[config.mk]
export PLATFORM = sky130hd
export DESIGN_NAME = lego_fetch_decode_flat
export DESIGN_NICKNAME = d
export VERILOG_FILES = /design/src/rtl/lego_fetch_decode_if.sv /design/src/rtl/lego_fetch_decode.sv /design/src/flat_wrapper.sv
export SDC_FILE = /design/constraint.sdc
export NUM_CORES = 1
export LEC_CHECK = 0
export ABC_AREA = 1
export BUFFER_PORTS_ARGS = -buffer_cell sky130_fd_sc_hd__buf_2
export CAP_MARGIN = 20
export CORE_ASPECT_RATIO = 1.1
export CORE_MARGIN = 1.5
export CORE_UTILIZATION = 52
export DETAILED_ROUTE_END_ITERATION = 6
export PLACE_DENSITY = 0.9
export SLEW_MARGIN = 25
export SYNTH_ARGS = -nofsm -noshare
export SYNTH_HDL_FRONTEND = slang
export SYNTH_SLANG_ARGS = --single-unit
[constraint.sdc]
create_clock -name clk -period 5.3 [get_ports clk]
set_input_delay 0 -clock clk [delete_from_list [all_inputs] [get_ports clk]]
set_output_delay 0 -clock clk [all_outputs]
set_load 0.03 [all_outputs]
[src/rtl/lego_fetch_decode_if.sv]
// Fetch/decode bundle: PC and instruction-memory handshake in, decoded fields out.
// master = fetch/decode unit, slave = PC counter / memory / consumer side.
interface lego_fetch_decode_if;
   localparam int unsigned ADDR_W  = 64;
   localparam int unsigned INSTR_W = 32;
   localparam int unsigned OPC_W   = 11;
   localparam int unsigned REG_W   = 5;

   logic [ADDR_W-1:0]  pc;
   logic               imem_ack;
   logic [INSTR_W-1:0] imem_rdata;
   logic               stall;
   logic               imem_req;
   logic [ADDR_W-1:0]  imem_addr;
   logic               instr_valid;
   logic               pc_step;
   logic [OPC_W-1:0]   opcode;
   logic [REG_W-1:0]   rd;
   logic [REG_W-1:0]   rn;
   logic [REG_W-1:0]   rm;
   logic [ADDR_W-1:0]  extended_and_shifted;
   logic               fetch_err;

   modport master (
      input  pc, imem_ack, imem_rdata, stall,
      output imem_req, imem_addr, instr_valid, pc_step, opcode, rd, rn, rm,
             extended_and_shifted, fetch_err
   );

   modport slave (
      output pc, imem_ack, imem_rdata, stall,
      input  imem_req, imem_addr, instr_valid, pc_step, opcode, rd, rn, rm,
             extended_and_shifted, fetch_err
   );
endinterface

[src/rtl/lego_fetch_decode.sv]
// LEGv8 instruction fetch + decode front end (IDLE/REQ/EXEC/ERR).
// Optional fetch timeout enabled by defining FETCH_TIMEOUT_EN.
module lego_fetch_decode #(
   parameter int unsigned TIMEOUT_CYCLES = 16
) (
   input logic                 clk,
   input logic                 rst,
   lego_fetch_decode_if.master bus
);
   localparam int unsigned ADDR_W  = 64;
   localparam int unsigned INSTR_W = 32;
   localparam int unsigned OPC_W   = 11;
   localparam int unsigned REG_W   = 5;

   typedef enum logic [1:0] {IDLE, REQ, EXEC, ERR} state_e;

   state_e             state_q, state_d;
   logic [INSTR_W-1:0] ir_q, ir_d;
   logic [ADDR_W-1:0]  addr_q, addr_d;
   logic               req_q, valid_q;
   logic [OPC_W-1:0]   opcode_q, opcode_d;
   logic [REG_W-1:0]   rd_q, rn_q, rm_q, rd_d, rn_d, rm_d;
   logic [ADDR_W-1:0]  imm_q, imm_d;
   logic               pc_step_c;
   logic               timeout_c;

   // Next-state and IR/address capture
   always_comb begin
      state_d   = state_q;
      ir_d      = ir_q;
      addr_d    = addr_q;
      pc_step_c = 1'b0;
      case (state_q)
         IDLE: begin
            state_d = REQ;
            addr_d  = bus.pc;
         end
         REQ: begin
            if (bus.imem_ack) begin
               ir_d    = bus.imem_rdata;
               state_d = EXEC;
            end else if (timeout_c) begin
               state_d = ERR;
               addr_d  = '0;
            end
         end
         EXEC: begin
            if (!bus.stall) begin
               pc_step_c = 1'b1;
               state_d   = REQ;
               addr_d    = bus.pc + ADDR_W'(1);
            end
         end
         ERR: begin
            addr_d = '0;
         end
      endcase
   end

   // Decode from the IR value that will be held after this edge
   always_comb begin
      logic b_fmt, cb_fmt;
      b_fmt    = (ir_d[31:26] == 6'b000101);
      cb_fmt   = (ir_d[31:24] == 8'hB4) || (ir_d[31:24] == 8'hB5);
      opcode_d = '0;
      imm_d    = '0;
      rd_d     = '0;
      rn_d     = '0;
      rm_d     = '0;
      if (state_d == EXEC) begin
         if (b_fmt)       opcode_d = 11'h0A0;
         else if (cb_fmt) opcode_d = {ir_d[31:24], 3'b000};
         else             opcode_d = ir_d[31:21];
         if (b_fmt)
            imm_d = {{38{ir_d[25]}}, ir_d[25:0]};
         else if (cb_fmt)
            imm_d = {{45{ir_d[23]}}, ir_d[23:5]};
         else if (opcode_d == 11'h7C0 || opcode_d == 11'h7C2)
            imm_d = {{55{ir_d[20]}}, ir_d[20:12]};
         else if (ir_d[31:22] == 10'h244 || ir_d[31:22] == 10'h344)
            imm_d = {52'd0, ir_d[21:10]};
         rd_d = ir_d[4:0];
         rn_d = ir_d[9:5];
         rm_d = ir_d[20:16];
      end
   end

   always_ff @(posedge clk or posedge rst) begin
      if (rst) begin
         state_q  <= IDLE;
         ir_q     <= '0;
         addr_q   <= '0;
         req_q    <= 1'b0;
         valid_q  <= 1'b0;
         opcode_q <= '0;
         rd_q     <= '0;
         rn_q     <= '0;
         rm_q     <= '0;
         imm_q    <= '0;
      end else begin
         state_q  <= state_d;
         ir_q     <= ir_d;
         addr_q   <= addr_d;
         req_q    <= (state_d == REQ);
         valid_q  <= (state_d == EXEC);
         opcode_q <= opcode_d;
         rd_q     <= rd_d;
         rn_q     <= rn_d;
         rm_q     <= rm_d;
         imm_q    <= imm_d;
      end
   end

`ifdef FETCH_TIMEOUT_EN
   localparam int unsigned CNT_W = $clog2(TIMEOUT_CYCLES + 1);

   logic [CNT_W-1:0] cnt_q, cnt_d;
   logic             err_q;

   // Count REQ cycles without ack; cleared on REQ entry
   always_comb begin
      cnt_d = cnt_q;
      if (state_d == REQ)
         cnt_d = (state_q == REQ) ? cnt_q + CNT_W'(1) : '0;
   end

   assign timeout_c = (cnt_q == CNT_W'(TIMEOUT_CYCLES - 1));

   always_ff @(posedge clk or posedge rst) begin
      if (rst) begin
         cnt_q <= '0;
         err_q <= 1'b0;
      end else begin
         cnt_q <= cnt_d;
         err_q <= (state_d == ERR);
      end
   end

   assign bus.fetch_err = err_q;
`else
   logic unused_timeout;
   assign unused_timeout = ^TIMEOUT_CYCLES;
   assign timeout_c      = 1'b0;
   assign bus.fetch_err  = 1'b0;
`endif

   assign bus.imem_req             = req_q;
   assign bus.imem_addr            = addr_q;
   assign bus.instr_valid          = valid_q;
   assign bus.pc_step              = pc_step_c;
   assign bus.opcode               = opcode_q;
   assign bus.rd                   = rd_q;
   assign bus.rn                   = rn_q;
   assign bus.rm                   = rm_q;
   assign bus.extended_and_shifted = imm_q;
endmodule

[src/flat_wrapper.sv]
// flat-port wrapper written by rule: the top's interface ports become plain ports
module lego_fetch_decode_flat 
#(
   parameter int unsigned TIMEOUT_CYCLES = 16
)
  (clk, rst, bus_pc, bus_imem_ack, bus_imem_rdata, bus_stall, bus_imem_req, bus_imem_addr, bus_instr_valid, bus_pc_step, bus_opcode, bus_rd, bus_rn, bus_rm, bus_extended_and_shifted, bus_fetch_err);
  lego_fetch_decode_if bus_i ();
  input logic clk;
  input logic rst;
  input wire logic [$bits(bus_i.pc)-1:0] bus_pc;
  input wire logic [$bits(bus_i.imem_ack)-1:0] bus_imem_ack;
  input wire logic [$bits(bus_i.imem_rdata)-1:0] bus_imem_rdata;
  input wire logic [$bits(bus_i.stall)-1:0] bus_stall;
  output wire logic [$bits(bus_i.imem_req)-1:0] bus_imem_req;
  output wire logic [$bits(bus_i.imem_addr)-1:0] bus_imem_addr;
  output wire logic [$bits(bus_i.instr_valid)-1:0] bus_instr_valid;
  output wire logic [$bits(bus_i.pc_step)-1:0] bus_pc_step;
  output wire logic [$bits(bus_i.opcode)-1:0] bus_opcode;
  output wire logic [$bits(bus_i.rd)-1:0] bus_rd;
  output wire logic [$bits(bus_i.rn)-1:0] bus_rn;
  output wire logic [$bits(bus_i.rm)-1:0] bus_rm;
  output wire logic [$bits(bus_i.extended_and_shifted)-1:0] bus_extended_and_shifted;
  output wire logic [$bits(bus_i.fetch_err)-1:0] bus_fetch_err;
  assign bus_i.pc = bus_pc;
  assign bus_i.imem_ack = bus_imem_ack;
  assign bus_i.imem_rdata = bus_imem_rdata;
  assign bus_i.stall = bus_stall;
  assign bus_imem_req = bus_i.imem_req;
  assign bus_imem_addr = bus_i.imem_addr;
  assign bus_instr_valid = bus_i.instr_valid;
  assign bus_pc_step = bus_i.pc_step;
  assign bus_opcode = bus_i.opcode;
  assign bus_rd = bus_i.rd;
  assign bus_rn = bus_i.rn;
  assign bus_rm = bus_i.rm;
  assign bus_extended_and_shifted = bus_i.extended_and_shifted;
  assign bus_fetch_err = bus_i.fetch_err;
  lego_fetch_decode #(.TIMEOUT_CYCLES(TIMEOUT_CYCLES)) u_core (.clk(clk), .rst(rst), .bus(bus_i));
endmodule
==> results.sh <==
export IMPL_outcome="complete, no violations"
export IMPL_ys_ff_latch=152
export IMPL_power_frac_clock_pct=21.8
export IMPL_synthCells=1073
export IMPL_r2r_cells=15
export IMPL_ir_drop_v=0.000388
export IMPL_crit_end="u_core.bus.extended_and_shifted[20]"
export IMPL_power_frac_seq_pct=33.4
export IMPL_finalCritPeriodShare_pct=77.3
export IMPL_ys_flop_type="dfrtp_1"
export IMPL_cp_top_family="simple AND/OR/NAND/NOR gates"
export IMPL_setup_viol=0
export IMPL_hpwlAfterDp_um=18700
export IMPL_synth_avg_cell_area_um2=7.75
export IMPL_synthArstFlopShare_pct=100
export IMPL_max_freq_ghz=0.244
export IMPL_p_per_area_mw_per_mm2=501
export IMPL_leakage_nw=5.80
export IMPL_syn_nets=1174
export IMPL_reg2reg_to="u_core.bus.extended_and_shifted[20]"
export IMPL_worst_pin_slew_ns=0.946
export IMPL_finalSetupTns_ns=0
export IMPL_ant_nets=0
export IMPL_final_min_clock_period_ns=4.10
export IMPL_n_fill_cell=1193
export IMPL_synth_most_common_cell="nand2_1"
export IMPL_p_int_mw=2.92
export IMPL_hold_viol_final=0
export IMPL_netSwitchingFraction_pct=46.2
export IMPL_final_nets=1461
export IMPL_rows=48
export IMPL_cp_startpoint="u_core.state_q[1]"
export IMPL_drt_first_pass_iters=6
export IMPL_grt_pass1_wl_um=42600
export IMPL_numCtsBuffers=17
export IMPL_ioPinCount=258
export IMPL_htreeDepth=4
export IMPL_clockRootBuffer="clkbuf_16"
export IMPL_wl_per_cell_um=17.6
export IMPL_slew_headroom_pct=36.9
export IMPL_grt_overflow_total=0
export IMPL_synth_area_mm2=0.00831
export IMPL_wirelength_um=27700
export IMPL_cts_sinks=152
export IMPL_p_comb_share_pct=44.8
export IMPL_crit_arrival_ns=4.47
export IMPL_p_switching_mw=2.50
export IMPL_ys_top_cells_by_count="229 x nand2_1, 152 x dfrtp_1, 118 x inv_1"
export IMPL_synth_area_leaders="dfrtp_1 46%, nand2_1 10%, o21ai_0 6.2%"
export IMPL_clk_pin_slew_ns=0.06
export IMPL_slowest_stage="dfrtp_1"
export IMPL_path_buf_inv=2
export IMPL_worstPathRequired_ns=5.67
export IMPL_vias_per_cell=5.68
export IMPL_antenna_found_initial=1
export IMPL_yosysWarnings=0
export IMPL_synth_distinct_cells=46
export IMPL_total_power_mw=5.42
export IMPL_drive_gt1_share_pct=27.0
export IMPL_worst_setup_path_end_kind="flop"
export IMPL_path_cells="inv_2, nand4_1, dlygate4sd3_1, nand2_2, nor2_2, nand3_2, nand2_1, nand2_2, nor2_4, nand3_4, nand2_4, nand2_2, nand2_2, nand2_4, nor2_2"
export IMPL_crit_top_cell="nand2_2"
export IMPL_synth_top_area_share_pct=45.7
export IMPL_slew_viol_final=0
export IMPL_cts_tree="done"
export IMPL_routabilityCongestion=0.958
export IMPL_core_area_mm2=0.0157
export IMPL_clock_path_buffers=2
export IMPL_path_depth=15
export IMPL_start_kind="flop"
export IMPL_grt_max_degree=99
export IMPL_cap_viol_max_count=0
export IMPL_whs_path_depth=4
export IMPL_first_iter_violations=1119
export IMPL_yosysTopAreaCell="dfrtp_1"
export IMPL_initial_utilization_pct=53.0
export IMPL_worstPathMaxFanout=49
export IMPL_via_count=8929
export IMPL_syn_to_final_growth_pct=30.2
export IMPL_max_stage_delay_ns=0.81
export IMPL_die_w_um=124
export IMPL_rsz0062_at_grt="false"
export IMPL_reg2reg_from="u_core.state_q[1]"
export IMPL_grtUsageTotal_pct=33.0
export IMPL_r2r_slack_ns=1.20
export IMPL_worstSkewPairLatency_ns=0.44
export IMPL_post_route_drc_count=0
export IMPL_port_buffers=256
export IMPL_path_class="flop to flop"
export IMPL_hold_path_class="input pin to flop"
export IMPL_post_cts_setup_buffers=0
export IMPL_seq_area_frac_synth_pct=45.7
export IMPL_fin_skew_ns=0.00795
export IMPL_die_area_mm2=0.0168
export IMPL_grt_pass1_vias=8619
export IMPL_synth_edf_count=0
export IMPL_die_height_um=136
-- logic make-up (layout without fill, tap and decap cells) --
logic type / after synthesis / count (layout) / share of synthesized area [%]
buffers and inverters: 201 / 500 / 11.5
adder cells (fa/ha/maj): 1 / 1 / 0.150
AND/OR/NAND/NOR: 535 / 535 / 30.2
AO/OA/AOI/OAI: 182 / 182 / 12.3
other: 1 / 2 / 0.0451
XOR/XNOR: 1 / 1 / 0.105
flip-flops: 152 / 152 / 45.7
-- layout make-up --
class                           count  area [um2]  share of cell area, %
Timing Repair Buffer              343        2160                   19.9
Sequential cell                   152        3800                   35.1
Antenna cell                        1        2.50                 0.0231
Inverter                          126         478                   4.42
Tap cell                          200         250                   2.31
Clock buffer                       18         429                   3.96
Multi-Input combinational cell    720        3570                   33.0
Clock inverter                     13         130                   1.20
-- metrics by stage --
| stage | setup WS, ns | util, % | std cells | hold slack (ns) | instance area, um2 |
|---|---|---|---|---|---|
| 6_report | 1.20 | 69.1 | 1573 | 0.00111 | 10800 |
| 5_1_grt | 0.861 | 69.1 | 1573 | 0.0303 | 10800 |
| 4_1_cts | 1.31 | 69.0 | 1572 | 0.00185 | 10800 |
| 3_5_place_dp | 1.46 | 60.2 | 1459 | 0.238 | 9440 |
| 3_3_place_gp | 1.68 | 60.1 | 1458 | 0.219 | 9420 |
| 2_1_floorplan | 1.21 | - | 1073 | 0.112 | 8310 |
-- metal layers --
layer / share of wire, % / vias to the layer above / track usage (%) / wire length, um
li1: - / 4055 / - / -
met1: 37 / 4118 / 39.4 / 10300
met2: 48 / 611 / 54.2 / 13200
met3: 9.5 / 145 / 6.99 / 2640
met4: 5.7 / 0 / 20.3 / 1570
met5: 0 / - / 0 / 0
-- placed cells by master, fill, tap and decap left out, types with 3 or more instances in the layout --
master         synthesis  layout
or2_2                 28      28
clkinvlp_4             0       3
a21oi_1               40      39
dfrtp_1              152     152
nor2_1                96      96
clkinv_2               0       6
o31ai_1                3       3
clkbuf_16              0      17
inv_6                  0       3
nand2_1              229     229
a32o_1                 8       8
nand3_1               49      49
a22o_1                 3       3
a31o_2                 3       3
buf_2                  6     256
buf_4                 43       4
o21ai_0              103     102
o21ai_1                7       7
nor3_1                33      33
nand2_2               12      12
nor3_2                 4       4
nor2_2                12      12
nand4_1               49      49
inv_1                118     117
inv_2                  7       7
dlygate4sd3_1          0      82
o21bai_1               9       9
nor4_1                 7       7
-- worst min-delay path by stage --
stage                             startpoint                   end  slack [ns]
after floorplan                    bus_stall           bus_pc_step        0.11
after global placement                   rst  u_core.bus.opcode[6]        0.22
after detailed placement                 rst  u_core.bus.opcode[3]        0.24
after CTS                  bus_imem_rdata[7]      u_core.bus.rn[2]       0.002
after global routing      bus_imem_rdata[10]       u_core.ir_q[10]        0.03
final                     bus_imem_rdata[20]      u_core.bus.rm[4]       0.001
-- power by group through the flow --
stage               combinational, mW  clock (mW)  sequential (mW)
detailed placement               2.32           0             1.81
floorplan                        1.06           0             2.35
global route                     2.60        1.23             1.84
finish                           2.43        1.18             1.81
global placement                 2.24           0             1.80
CTS                              2.39        1.19             1.79
-- state kept, by name, summed over array words and instances (netlist names) --
name                             count
u_core.bus.imem_req                  1
u_core.state_q                       2
u_core.bus.rm                        5
u_core.bus.rn                        5
u_core.bus.opcode                   11
u_core.ir_q                         32
u_core.bus.extended_and_shifted     26
u_core.bus.rd                        5
u_core.bus.imem_addr                64
u_core.bus.instr_valid               1
-- repair_timing --
| item | CTS | global route |
|---|---|---|
| gates resized for setup | 0 | 0 |
| hold buffers | 82 | 0 |
| endpoints found under the hold margin | 181 | 0 |
-- tightest hold or removal path: cells and delay by family --
family / cells / cell delay [ns]
AO/OA/AOI/OAI: 1 / 0.06
buffers and inverters: 1 / 0.08
AND/OR/NAND/NOR: 2 / 0.24
Note: power is estimated with default switching activity, not from simulation.
